`config.mk`:
```
export PLATFORM = sky130hd
export DESIGN_NAME = uart_cmd_decoder
export DESIGN_NICKNAME = d
export VERILOG_FILES = /design/src/rtl/uart_cmd_pkg.sv /design/src/rtl/cmd_timeout.sv /design/src/rtl/uart_cmd_decoder.sv
export SDC_FILE = /design/constraint.sdc
export NUM_CORES = 1
export LEC_CHECK = 0
export BUFFER_PORTS_ARGS = -buffer_cell sky130_fd_sc_hd__buf_2
export CAP_MARGIN = 40
export CELL_PAD_IN_SITES_DETAIL_PLACEMENT = 2
export CELL_PAD_IN_SITES_GLOBAL_PLACEMENT = 2
export CORE_MARGIN = 4
export CORE_UTILIZATION = 34
export DETAILED_ROUTE_END_ITERATION = 6
export MAX_ROUTING_LAYER = met4
export PLACE_DENSITY_LB_ADDON = 0.1
export SYNTH_ARGS = -nofsm -noshare
export SYNTH_HDL_FRONTEND = slang
export SYNTH_HIERARCHICAL = 1
export SYNTH_SLANG_ARGS = --single-unit
```
`constraint.sdc`:
```
create_clock -name clk -period 3.1 [get_ports clk]
set_input_delay 0.62 -clock clk [delete_from_list [all_inputs] [get_ports clk]]
set_output_delay 0.62 -clock clk [all_outputs]
set_load 0.02 [all_outputs]
```
`src/rtl/uart_cmd_pkg.sv`:
```
// rtl/uart_cmd_pkg.sv - shared constants, state type and helpers for the UART command decoder
package uart_cmd_pkg;

    localparam logic [7:0] SYNC_BYTE = 8'hA5;
    localparam logic [7:0] OP_WRITE  = 8'h01;
    localparam logic [7:0] OP_SETBG  = 8'h02;

    typedef enum logic [2:0] {
        ST_IDLE,
        ST_ADDR,
        ST_DATA,
        ST_REG,
        ST_CHK
    } state_t;

    function automatic logic [7:0] sat_inc8(input logic [7:0] v);
        return (v == 8'hFF) ? v : v + 8'd1;
    endfunction

endpackage

```
`src/rtl/cmd_timeout.sv`:
```
// rtl/cmd_timeout.sv - clearable idle-cycle counter with a single-cycle expiry strobe
module cmd_timeout #(
    parameter int TIMEOUT = 1_000_000
) (
    input  logic clk_i,
    input  logic rst_i,
    input  logic en_i,
    input  logic clr_i,
    output logic expire_o
);

    localparam int CNT_W = $clog2(TIMEOUT + 1);

    logic [CNT_W-1:0] cnt_q;
    logic [CNT_W-1:0] cnt_d;

    // A clear in the expiry cycle suppresses the strobe so an arriving word always wins.
    assign expire_o = en_i && !clr_i && (cnt_q == CNT_W'(TIMEOUT - 1));

    always_comb begin
        cnt_d = cnt_q + 1'b1;
        if (clr_i || !en_i || expire_o) begin
            cnt_d = '0;
        end
    end

    always_ff @(posedge clk_i) begin
        if (rst_i) begin
            cnt_q <= '0;
        end else begin
            cnt_q <= cnt_d;
        end
    end

endmodule

```
`src/rtl/uart_cmd_decoder.sv`:
```
// rtl/uart_cmd_decoder.sv - framed command packet decoder; UART_CMD_CHECKSUM_EN adds an XOR trailer word
module uart_cmd_decoder
    import uart_cmd_pkg::*;
#(
    parameter int ADDR_W  = 17,
    parameter int TIMEOUT = 1_000_000
) (
    input  logic              clk,
    input  logic              rst_n,
    input  logic [31:0]       word_data,
    input  logic              word_valid,
    output logic              fb_we,
    output logic [ADDR_W-1:0] fb_addr,
    output logic [31:0]       fb_wdata,
    output logic [31:0]       bg_color,
    output logic              busy,
    output logic              pkt_done,
    output logic              pkt_err,
    output logic [7:0]        err_cnt
);

`ifdef UART_CMD_CHECKSUM_EN
    localparam bit CHK_EN = 1'b1;
`else
    localparam bit CHK_EN = 1'b0;
`endif

    state_t            state_q;
    logic [15:0]       rem_q;
    logic [ADDR_W-1:0] addr_q;
    logic [31:0]       csum_q;
    logic [31:0]       bg_pend_q;
    logic              bg_pend_q_vld;
    logic              fb_we_q;
    logic [ADDR_W-1:0] fb_addr_q;
    logic [31:0]       fb_wdata_q;
    logic [31:0]       bg_color_q;
    logic              pkt_done_q;
    logic              pkt_err_q;
    logic [7:0]        err_cnt_q;
    logic              tmo_expire;

    cmd_timeout #(
        .TIMEOUT (TIMEOUT)
    ) u_timeout (
        .clk_i    (clk),
        .rst_i    (rst_n),
        .en_i     (state_q != ST_IDLE),
        .clr_i    (word_valid),
        .expire_o (tmo_expire)
    );

    always_ff @(posedge clk) begin
        if (rst_n) begin
            state_q       <= ST_IDLE;
            rem_q         <= '0;
            addr_q        <= '0;
            csum_q        <= '0;
            bg_pend_q     <= '0;
            bg_pend_q_vld <= 1'b0;
            fb_we_q       <= 1'b0;
            fb_addr_q     <= '0;
            fb_wdata_q    <= '0;
            bg_color_q    <= '0;
            pkt_done_q    <= 1'b0;
            pkt_err_q     <= 1'b0;
            err_cnt_q     <= '0;
        end else begin
            fb_we_q    <= 1'b0;
            pkt_done_q <= 1'b0;
            pkt_err_q  <= 1'b0;
            if (word_valid) begin
                csum_q <= csum_q ^ word_data;
                unique case (state_q)
                    ST_IDLE: begin
                        csum_q        <= word_data;
                        rem_q         <= word_data[15:0];
                        bg_pend_q_vld <= 1'b0;
                        if (word_data[31:24] != SYNC_BYTE) begin
                            pkt_err_q <= 1'b1;
                            err_cnt_q <= sat_inc8(err_cnt_q);
                        end else if (word_data[23:16] == OP_WRITE) begin
                            state_q <= ST_ADDR;
                        end else if (word_data[23:16] == OP_SETBG) begin
                            state_q <= ST_REG;
                        end else begin
                            pkt_err_q <= 1'b1;
                            err_cnt_q <= sat_inc8(err_cnt_q);
                        end
                    end
                    ST_ADDR: begin
                        addr_q <= word_data[ADDR_W-1:0];
                        if (rem_q != 16'd0) begin
                            state_q <= ST_DATA;
                        end else if (CHK_EN) begin
                            state_q <= ST_CHK;
                        end else begin
                            state_q    <= ST_IDLE;
                            pkt_done_q <= 1'b1;
                        end
                    end
                    ST_DATA: begin
                        fb_we_q    <= 1'b1;
                        fb_addr_q  <= addr_q;
                        fb_wdata_q <= word_data;
                        addr_q     <= addr_q + 1'b1;
                        rem_q      <= rem_q - 16'd1;
                        if (rem_q == 16'd1) begin
                            if (CHK_EN) begin
                                state_q <= ST_CHK;
                            end else begin
                                state_q    <= ST_IDLE;
                                pkt_done_q <= 1'b1;
                            end
                        end
                    end
                    ST_REG: begin
                        // With a trailer the colour is held back until the checksum proves it good.
                        bg_pend_q     <= word_data;
                        bg_pend_q_vld <= 1'b1;
                        if (CHK_EN) begin
                            state_q <= ST_CHK;
                        end else begin
                            bg_color_q <= word_data;
                            state_q    <= ST_IDLE;
                            pkt_done_q <= 1'b1;
                        end
                    end
                    ST_CHK: begin
                        state_q <= ST_IDLE;
                        if (word_data == csum_q) begin
                            pkt_done_q <= 1'b1;
                            if (bg_pend_q_vld) begin
                                bg_color_q <= bg_pend_q;
                            end
                        end else begin
                            pkt_err_q <= 1'b1;
                            err_cnt_q <= sat_inc8(err_cnt_q);
                        end
                    end
                    default: state_q <= ST_IDLE;
                endcase
            end else if (tmo_expire) begin
                state_q   <= ST_IDLE;
                pkt_err_q <= 1'b1;
                err_cnt_q <= sat_inc8(err_cnt_q);
            end
        end
    end

    assign fb_we    = fb_we_q;
    assign fb_addr  = fb_addr_q;
    assign fb_wdata = fb_wdata_q;
    assign bg_color = bg_color_q;
    assign busy     = (state_q != ST_IDLE);
    assign pkt_done = pkt_done_q;
    assign pkt_err  = pkt_err_q;
    assign err_cnt  = err_cnt_q;

endmodule

```
==> impl_metrics.csv, run 1 <==
group,metric,value,unit
sta,max-slew-margin-rel,52.9,%
placed_design,hpwl,16600,um
clock_network,cts_setup_buffers,0,
global_routing,grt_max_degree,51,
finish,drive_gt1_share,20.3,%
setup_path,rr_startpoint,"state_q[0]$_SDFFE_PP0P_",
logic_synthesis,yosys.area_share.adder,1.73,%
finish,nNetsFinal,993,
floorplanning,start_util,34.8,%
setup_path,crit_arrival,2920,ps
logic_synthesis,synthMuxAreaShare,0.882,%
detailed_routing,drtPass1Iterations,4,
setup_path,critPathKind,"flop to flop",
setup_path,cp_slowest_cell,"and2_2",
clock_network,root_buffer,"clkbuf_16",
logic_synthesis,synth_fp_nets,889,
setup_path,cp-end-kind,"flop",
sta,hold_viol,0,
finish,fill_cells,2156,
global_routing,grt_pass1_wl,39000,um
logic_synthesis,syn_area_per_cell,7.72,sq um
detailed_routing,vias,6533,
sta,rsz0062_at_grt,"no",
placed_design,io_buffers,127,
logic_synthesis,synthXorXnorAreaFrac,2.55,%
clock_network,cts_buffers,17,
setup_path,crit_chain,"inv_1 > ha_1 > and2_2 > o21ai_0 > a311oi_1 > a41o_1",
clock_network,cts.sinks,147,
floorplanning,fp.dieH,147,um
detailed_routing,via_per_inst,5.46,
logic_synthesis,synthCells,845,
logic_synthesis,synth-compound-area-share,18.5,%
run,cap_viol_max_count,0,
global_routing,track_usage,23.2,%
logic_synthesis,yosys.area_share.simple,27.1,%
logic_synthesis,yosysSeqAreaShare,45.1,%
clock_network,htree_num_levels,4,
sta,fin_crit_sh,82.5,%
finish,fin_cells,1196,
floorplanning,top_level_ports,128,
finish,diodes,0,
floorplanning,die_x,147,um
setup_path,critical_path_required,3460,ps
detailed_routing,wirelength,24000,um
sta,fmax,0.391,GHz
setup_path,crit_fanout,28,
pwr,ir_drop,0.369,mV
global_routing,antenna_found_initial,0,
sta,final-setup-viol-count,0,
logic_synthesis,ys.flop_type,"dfxtp_1",
status,status,"finished, final reports clean",
placed_design,place_inst,1164,
sta,clock_skew,15.5,ps
clock_network,cts_tree,"done",
clock_network,ctsHoldBuffers,0,
global_routing,grt-ovfl-total,0,
logic_synthesis,synth_seq_cells,147,
sta,fin_crit,2560,ps
sta,tns,0,ps
pwr,finalPower,4.60,mW
clock_network,clockBufferDepth,2,
clock_network,path_clk_slew,70,ps
finish,utilization,42.3,%
logic_synthesis,yosysWarnings,6,
logic_synthesis,async_reset_ff_share,0,%
setup_path,worstSetupStartpointType,"flop",
detailed_routing,wl_per_cell,20.1,um
logic_synthesis,synth.distinct_cells,57,
pwr,leakagePower,3.01,nW
placed_design,routabilityCongestion,0.825,
floorplanning,core_area,18800,sq um
floorplanning,die_area,21500,sq um
clock_network,clk_latency,430,ps
sta,drv_slew,0,
detailed_routing,drcViolationCount,0,
logic_synthesis,synth_area,6520,sq um
worst_hold_path,min_from,"fb_wdata[19]$_SDFFE_PP0P_",
worst_hold_path,hold_path_class,"flop to flop",
detailed_routing,ant_nets,0,
sta,worst_pin_slew,707,ps
global_routing,grt_pass1_vias,6919,
clock_network,ctsResizeCount,0,
logic_synthesis,synth_top_family_by_area,"simple AND/OR/NAND/NOR gates",
setup_path,crit_path_start,"state_q[0]$_SDFFE_PP0P_",
detailed_routing,drt_iter0_drc,260,
finish,areaGrowthSynthToFinish,21.6,%
floorplanning,rows,50,
pwr,power_density,579,nW/um^2
logic_synthesis,synth_edf_count,0,
setup_path,slowest_delay,690,ps
-- flip-flops by register name, summed over array words and instances, names as in the netlist --
register	cells
pkt_err	1
fb_addr	17
fb_wdata	32
err_cnt	8
bg_color	32
u_timeout/cnt_q	20
state_q	2
addr_q	17
pkt_done	1
rem_q	16
fb_we	1
-- synthesized netlist by cell type (4+ instances only) --
| master | number | area share [%] |
|---|---|---|
| o31ai_1 | 7 | 0.81 |
| and3_1 | 8 | 0.77 |
| xnor2_1 | 17 | 2.3 |
| nor4_1 | 18 | 1.7 |
| a31o_2 | 4 | 0.54 |
| a21oi_1 | 127 | 9.7 |
| nor2_1 | 59 | 3.4 |
| a31oi_1 | 4 | 0.38 |
| a211oi_1 | 6 | 0.69 |
| nand2b_1 | 4 | 0.38 |
| and2_1 | 4 | 0.38 |
| nor3_1 | 17 | 1.3 |
| o21ai_0 | 36 | 2.8 |
| ha_1 | 9 | 1.7 |
| or4_1 | 5 | 0.58 |
| nor2b_1 | 11 | 1.1 |
| dfxtp_1 | 147 | 45 |
| a22oi_1 | 5 | 0.58 |
| nand4_1 | 8 | 0.77 |
| nor4b_1 | 4 | 0.54 |
| nand3_1 | 19 | 1.5 |
| clkbuf_1 | 53 | 3.0 |
| or3_1 | 6 | 0.58 |
| nand2_1 | 202 | 12 |
| inv_1 | 15 | 0.86 |
-- final timing paths --
path,end,slack [ps],cells past startpoint
min reg2reg,fb_wdata[19]$_SDFFE_PP0P_,450,2
max reg2reg,state_q[1]$_SDFFE_PP0P_,540,6
min,fb_wdata[19]$_SDFFE_PP0P_,450,2
max,state_q[1]$_SDFFE_PP0P_,540,6
-- cell type report --
type                    instances  area [sq um]  share of cell area, %
multi-input cells             627          3310                   41.8
flip-flops and latches        147          2940                   37.1
repair buffers                141           756                   9.53
clock buffers                  17           425                   5.36
well taps                     234           293                   3.69
clock inverters                15           146                   1.85
inverters                      15          56.3                  0.710
-- placed cells by master, fill, tap and decap left out, types with 4 or more instances in the layout --
cell type  synthesis  routed
inv_6              0       5
o31ai_1            7       7
clkbuf_16          0      17
a22oi_1            5       5
nor4_1            18      18
nor2b_1           11      11
or4_1              5       5
a21oi_1          127     127
o21ai_0           36      36
nand4_1            8       8
nor2_1            59      59
and3_1             8       8
buf_2              1     126
nor3_1            17      17
ha_1               9       9
buf_4              0      14
or3_1              6       6
a211oi_1           6       6
a31oi_1            4       4
inv_1             15      15
nor4b_1            4       4
dfxtp_1          147     147
a31o_2             4       4
nand3_1           19      19
nand2_1          202     202
nand2b_1           4       4
xnor2_1           17      17
-- power breakdown --
part	switching (mW)	total, mW	leakage (nW)	internal (mW)
combinational	0.346	0.525	1.54	0.179
clock	0.927	2.05	0.275	1.13
sequential	0.0684	2.02	1.19	1.95
total	1.34	4.60	3.01	3.25
-- critical path: cells and delay by family (launching register included) --
family                   cells  cell delay [ps]
AO/OA/AOI/OAI                3              880
flip-flops                   1              330
adder cells (fa/ha/maj)      1              480
buffers and inverters        1              120
AND/OR/NAND/NOR              1              690
-- cell families (layout without fill, tap and decap cells) --
group | count (synthesis) | count (layout)
fa+ha+maj | 9 | 9
compound gates | 212 | 212
simple gates | 382 | 382
mux | 5 | 5
xor+xnor | 19 | 19
buf+inv | 71 | 188
flops | 147 | 147
-- metrics by stage --
step	worst slack (ps)	cell area [sq um]	hold slack, ps
2_1_floorplan	830	6520	430
3_3_place_gp	736	7360	440
3_5_place_dp	599	7360	450
4_1_cts	548	7930	441
5_1_grt	311	7930	447
6_report	543	7930	454
-- layer usage --
layer,up-vias,global-route usage (%),share of wire [%],routed length [um]
met5,-,-,0,0
met4,0,4.80,0.79,189
met3,16,4.44,3.3,802
met2,128,38.4,49,11800
met1,3269,29.6,47,11200
li1,3120,-,-,-
No activity file was read; power rests on OpenSTA's default activity.
==> run 2, diff against run 1 <==
- CORE_UTILIZATION: 34 -> 28
- clock period: 3.1 -> 2.2 ns (I/O delays scaled with it)
==> run 2 against run 1 <==
Hold slack got worse by 170 ps. First-iteration DRC count increased by 15%. Critical path type unchanged. Register-to-register slack got worse by 420 ps. Maximum frequency increased by 23%.
==> impl_metrics.csv, run 2 (synthesized netlist as in run 1, its figures left out) <==
group,metric,value,unit
global_routing,track_usage,19.0,%
run,cap_viol_max_count,0,
detailed_routing,drcViolationCount,0,
placed_design,hpwl,16700,um
finish,ff_latch_area,2950,sq um
pwr,power_frac_clock,46.6,%
floorplanning,die_x,161,um
finish,drive_gt1_share,24.2,%
sta,drv_slew,0,
global_routing,grt-ovfl-total,0,
sta,fmax,0.482,GHz
pwr,comb_power_share,12.4,%
detailed_routing,via_per_inst,4.96,
global_routing,grt_pass1_wl,38300,um
pwr,power.internal,5.01,mW
finish,layout_commonest_cell,"nand2_1",
sta,fin_crit_sh,94.3,%
status,status,"finished, final reports clean",
floorplanning,core_area,22800,sq um
floorplanning,top_level_ports,128,
detailed_routing,wirelength,23700,um
detailed_routing,drtPass1Iterations,4,
setup_path,cp_slowest_cell,"or4_4",
worst_hold_path,hold_path_class,"input port to flop",
setup_path,critPathKind,"flop to flop",
sta,worst_pin_slew,575,ps
setup_path,crit_arrival,2430,ps
detailed_routing,ant_nets,0,
floorplanning,start_util,28.6,%
sta,hold_viol,0,
finish,nNetsFinal,1030,
clock_network,htree_num_levels,4,
pwr,p_seq_share,41.0,%
clock_network,ctsHoldBuffers,0,
pwr,ir_drop,0.436,mV
finish,final_cell_mix,"nand2_1 (201), dfxtp_1 (144), a21oi_1 (126), buf_2 (126), nor2_1 (58)",
pwr,switching_share,27.0,%
finish,multiInputGateArea,3350,sq um
setup_path,cp-end-kind,"flop",
sta,final-setup-viol-count,0,
placed_design,io_buffers,127,
floorplanning,rows,55,
setup_path,crit_chain,"or4_4 > or3_4 > or3_1 > mux2_4 > a21oi_2",
sta,max-slew-margin-rel,61.6,%
placed_design,routabilityCongestion,0.760,
global_routing,grt_max_degree,99,
clock_network,cts_tree,"done",
finish,fill_cells,2675,
clock_network,root_buffer,"clkbuf_16",
global_routing,antenna_found_initial,0,
clock_network,clockBufferDepth,2,
clock_network,cts_buffers,17,
clock_network,path_clk_slew,70,ps
pwr,p_sw,1.85,mW
detailed_routing,drt_iter0_drc,298,
pwr,finalPower,6.86,mW
clock_network,cts.sinks,147,
detailed_routing,vias,6504,
setup_path,critical_path_required,2560,ps
clock_network,clk_latency,430,ps
pwr,leakagePower,3.25,nW
floorplanning,fp.dieH,161,um
sta,hold_slack,280,ps
sta,clock_skew,13.1,ps
detailed_routing,wl_per_cell,18.1,um
finish,areaGrowthSynthToFinish,29.7,%
setup_path,slowest_delay,550,ps
finish,utilization,37.2,%
clock_network,cts_setup_buffers,0,
setup_path,worstSetupStartpointType,"flop",
pwr,power_density,811,nW/um^2
sta,fin_crit,2070,ps
floorplanning,die_area,25800,sq um
global_routing,grt_pass1_vias,6814,
setup_path,crit_fanout,4,
sta,tns,0,ps
-- run 2: area by class of cell --
class,instances,area share (%)
Timing Repair Buffer,178,12.8
Inverter,15,0.665
Clock inverter,13,2.34
Antenna cell,1,0.0296
Clock buffer,18,5.19
Tap cell,313,4.63
Sequential cell,147,34.8
Multi-Input combinational cell,627,39.5
-- run 2: path summary, 6_finish.rpt --
check	startpoint	endpoint	slack (ps)	cells after the start
max	rem_q[8]$_SDFFE_PP0P_	rem_q[15]$_SDFFE_PP0P_	130	5
min	word_data[27]	bg_color[27]$_SDFFE_PP0P_	280	3
max reg2reg	rem_q[8]$_SDFFE_PP0P_	rem_q[15]$_SDFFE_PP0P_	130	5
min reg2reg	fb_wdata[25]$_SDFFE_PP0P_	fb_wdata[25]$_SDFFE_PP0P_	450	2
-- run 2: critical path: cells and delay by family, from the launching register on --
kind / cells / cell delay [ps]
AND/OR/NAND/NOR: 3 / 1280
flip-flops: 1 / 310
multiplexers: 1 / 310
AO/OA/AOI/OAI: 1 / 100
-- run 2: routing by layer --
metal / GRT usage (%) / up-vias / wire (um)
li1: - / 3192 / -
met1: 26.1 / 3190 / 11800
met2: 29.3 / 108 / 10900
met3: 2.93 / 14 / 720
met4: 4.69 / 0 / 222
met5: - / - / 0
-- run 2: power groups by stage --
stage | clock network, mW | registers [mW] | logic, mW
2_1_floorplan | 0 | 2.90 | 0.452
3_3_place_gp | 0 | 2.87 | 0.843
5_1_grt | 3.41 | 2.83 | 0.950
4_1_cts | 3.29 | 2.82 | 0.861
3_5_place_dp | 0 | 2.88 | 0.854
6_report | 3.20 | 2.82 | 0.850
-- run 2: metrics by stage --
stage | setup slack, ps | std cells | cell area (sq um)
finish | 126 | 1312 | 8460
global route | -6.82 | 1311 | 8460
detailed placement | -32.8 | 1280 | 7790
global placement | -48.6 | 1280 | 7790
floorplan | 29.2 | 845 | 6520
CTS | 9.60 | 1311 | 8430
-- run 2: repair_timing --
action / CTS / global route
resized for setup: 1 / 10
setup endpoints to repair: 2 / 9
pin swaps: 0 / 3
==> run 3, diff against run 2 <==
- BUFFER_PORTS_ARGS: -buffer_cell sky130_fd_sc_hd__buf_2 -> -buffer_cell sky130_fd_sc_hd__clkbuf_2
- CAP_MARGIN: 40 -> not set
- CORE_MARGIN: 4 -> not set
==> run 3 against run 2 <==
Clock power decreased by 5%. Non-clock buffer count decreased by 1. Count of clock-buffer cells in the layout down 1. Global-route usage is 1.9 points higher. Cell area fell by 0.69%. Hold slack got worse by 18 ps. Flip-flop and latch count stayed put. Register-to-register slack about the same. Worst setup slack worse by 13 ps. Power is 2.3% lower. Via count increased by 0.29%. Die area decreased by 7.3%. Largest power group unchanged. Critical path type unchanged.
==> impl_metrics.csv, run 3 (synthesized netlist as in run 1, its figures left out) <==
group,metric,value,unit
detailed_routing,via_per_inst,4.98,
finish,final_cell_mix,"nand2_1 (201), dfxtp_1 (146), a21oi_1 (127)",
sta,final-setup-viol-count,0,
global_routing,grt_pass1_vias,6759,
floorplanning,top_level_ports,128,
detailed_routing,drt_iter0_drc,180,
placed_design,hpwl,16500,um
setup_path,rrSetupSlack,110,ps
clock_network,cts_tree,"done",
detailed_routing,drcViolationCount,0,
setup_path,crit_path_start,"u_timeout/cnt_q[0]$_SDFF_PP0_",
finish,diodes,0,
clock_network,cts_buffers,17,
setup_path,ff2ff_path_depth,8,
sta,fin_crit_sh,94.9,%
clock_network,root_buffer,"clkbuf_16",
floorplanning,core_area,22800,sq um
setup_path,crit_end,"err_cnt[1]$_SDFFE_PP0P_",
setup_path,crit_fanout,4,
run,cap_viol_max_count,0,
global_routing,grt-ovfl-total,0,
sta,hold_slack,262,ps
detailed_routing,wirelength,23500,um
clock_network,path_clk_slew,70,ps
setup_path,worst-path-stages,8,
setup_path,crit_family,"simple AND/OR/NAND/NOR gates",
clock_network,clockBufferDepth,2,
finish,fill_cells,2660,
finish,layout_commonest_cell,"nand2_1",
sta,fmax,0.479,GHz
finish,drive_gt1_share,23.9,%
global_routing,grt_pass1_wl,37900,um
detailed_routing,vias,6523,
placed_design,io_buffers,127,
finish,nNetsFinal,1029,
detailed_routing,drtPass1Iterations,4,
sta,worst_pin_slew,530,ps
setup_path,rr_startpoint,"u_timeout/cnt_q[0]$_SDFF_PP0_",
sta,hold_viol,0,
clock_network,clk_latency,430,ps
setup_path,crit_chain,"ha_1 > and3_4 > and4b_1 > and4_4 > mux2_2 > o21ai_1 > or3b_2 > a21oi_1",
status,status,"finished, final reports clean",
placed_design,pre_cts_ws,-27.8,ps
pwr,power_density,798,nW/um^2
detailed_routing,wl_per_cell,17.9,um
setup_path,cp-end-kind,"flop",
sta,tns,0,ps
global_routing,track_usage,20.9,%
pwr,leakagePower,3.14,nW
setup_path,critPathKind,"flop to flop",
sta,max-slew-margin-rel,64.6,%
sta,drv_slew,0,
setup_path,timing.rr.end,"err_cnt[1]$_SDFFE_PP0P_",
clock_network,cts.sinks,147,
pwr,ir_drop,0.409,mV
detailed_routing,ant_nets,0,
setup_path,slowest_delay,450,ps
floorplanning,fp.dieH,155,um
floorplanning,die_x,155,um
finish,areaGrowthSynthToFinish,28.8,%
pwr,finalPower,6.71,mW
setup_path,crit_arrival,2450,ps
floorplanning,start_util,28.6,%
finish,post-route-cell-area,8410,sq um
floorplanning,die_area,23900,sq um
setup_path,critical_path_required,2570,ps
sta,setup_slack,113,ps
setup_path,worstSetupStartpointType,"flop",
floorplanning,rows,55,
global_routing,grt_max_degree,69,
placed_design,placed_cell_area,7780,sq um
clock_network,htree_num_levels,4,
placed_design,routabilityCongestion,0.761,
worst_hold_path,hold_path_class,"input port to flop",
global_routing,antenna_found_initial,0,
setup_path,cp_slowest_cell,"or3b_2",
sta,fin_crit,2090,ps
sta,clock_skew,9.16,ps
setup_path,crit_buf_inv,0,
==> run 3: cell types whose count changed in the layout (fill, tap and decap cells not counted), moves of 2 or more <==
cell	previous run	this run
buf_2	126	0
clkbuf_2	0	126
bufinv_16	4	2
clkinv_4	4	2
dfxtp_2	3	1
clkinvlp_4	1	3
dfxtp_1	144	146
inv_8	0	4
==> run 3: how the worst min path moves through the flow <==
stage          slack, ps  depth (start not counted)                             to                     startpoint
5_1_grt              270                          3      bg_color[25]$_SDFFE_PP0P_                  word_data[25]
2_1_floorplan        430                          1  u_timeout/cnt_q[0]$_SDFF_PP0_  u_timeout/cnt_q[0]$_SDFF_PP0_
4_1_cts              240                          3      fb_wdata[21]$_SDFFE_PP0P_                  word_data[21]
3_3_place_gp         440                          2      bg_color[16]$_SDFFE_PP0P_      bg_color[16]$_SDFFE_PP0P_
6_report             260                          3       bg_color[2]$_SDFFE_PP0P_                   word_data[2]
3_5_place_dp         450                          2      bg_color[31]$_SDFFE_PP0P_      bg_color[31]$_SDFFE_PP0P_
==> run 3: repair_timing <==
action	4_1_cts	5_1_grt
setup endpoints to repair	1	7
resized for setup	1	7
buffers inserted	0	1
pin swaps	0	1
hold buffers	0	0
==> run 3: worst register-to-register path, cell delays in order, from the launching register on <==
cell	delay [ps]
dfxtp_1	330
ha_1	180
and3_4	200
and4b_1	230
and4_4	240
mux2_2	160
o21ai_1	110
or3b_2	450
a21oi_1	120
==> run 3: per-layer routing <==
metal  share of wire [%]  routed length (um)  track usage, %  vias up
li1                    -                   -               -     3192
met1                  49               11500            26.8     3211
met2                  47               11000            33.7      101
met3                 3.2                 758            3.61       19
met4                 1.2                 274            5.89        0
met5                   0                   0               -        -
==> run 3: per-stage QoR <==
| step | cells | util, % |
|---|---|---|
| after floorplan | 845 | - |
| final | 1310 | 36.9 |
| after detailed placement | 1278 | 34.1 |
| after global routing | 1310 | 36.9 |
| after global placement | 1278 | 34.1 |
| after CTS | 1309 | 36.8 |
==> run 3: power breakdown <==
group          leakage (nW)  internal [mW]  total [mW]  switching, mW
clock network         0.284           1.71        3.04           1.33
logic                  1.67          0.322       0.849          0.528
registers              1.19           2.74        2.82         0.0707
==> run 3: area by class of cell <==
cell class | instances | area, sq um | area share (%)
clock buffers | 17 | 425 | 5.06
clock inverters | 14 | 171 | 2.04
inverters | 15 | 56.3 | 0.670
multi-input cells | 627 | 3340 | 39.7
flip-flops and latches | 147 | 2940 | 35.0
well taps | 313 | 392 | 4.66
repair buffers | 177 | 1080 | 12.8
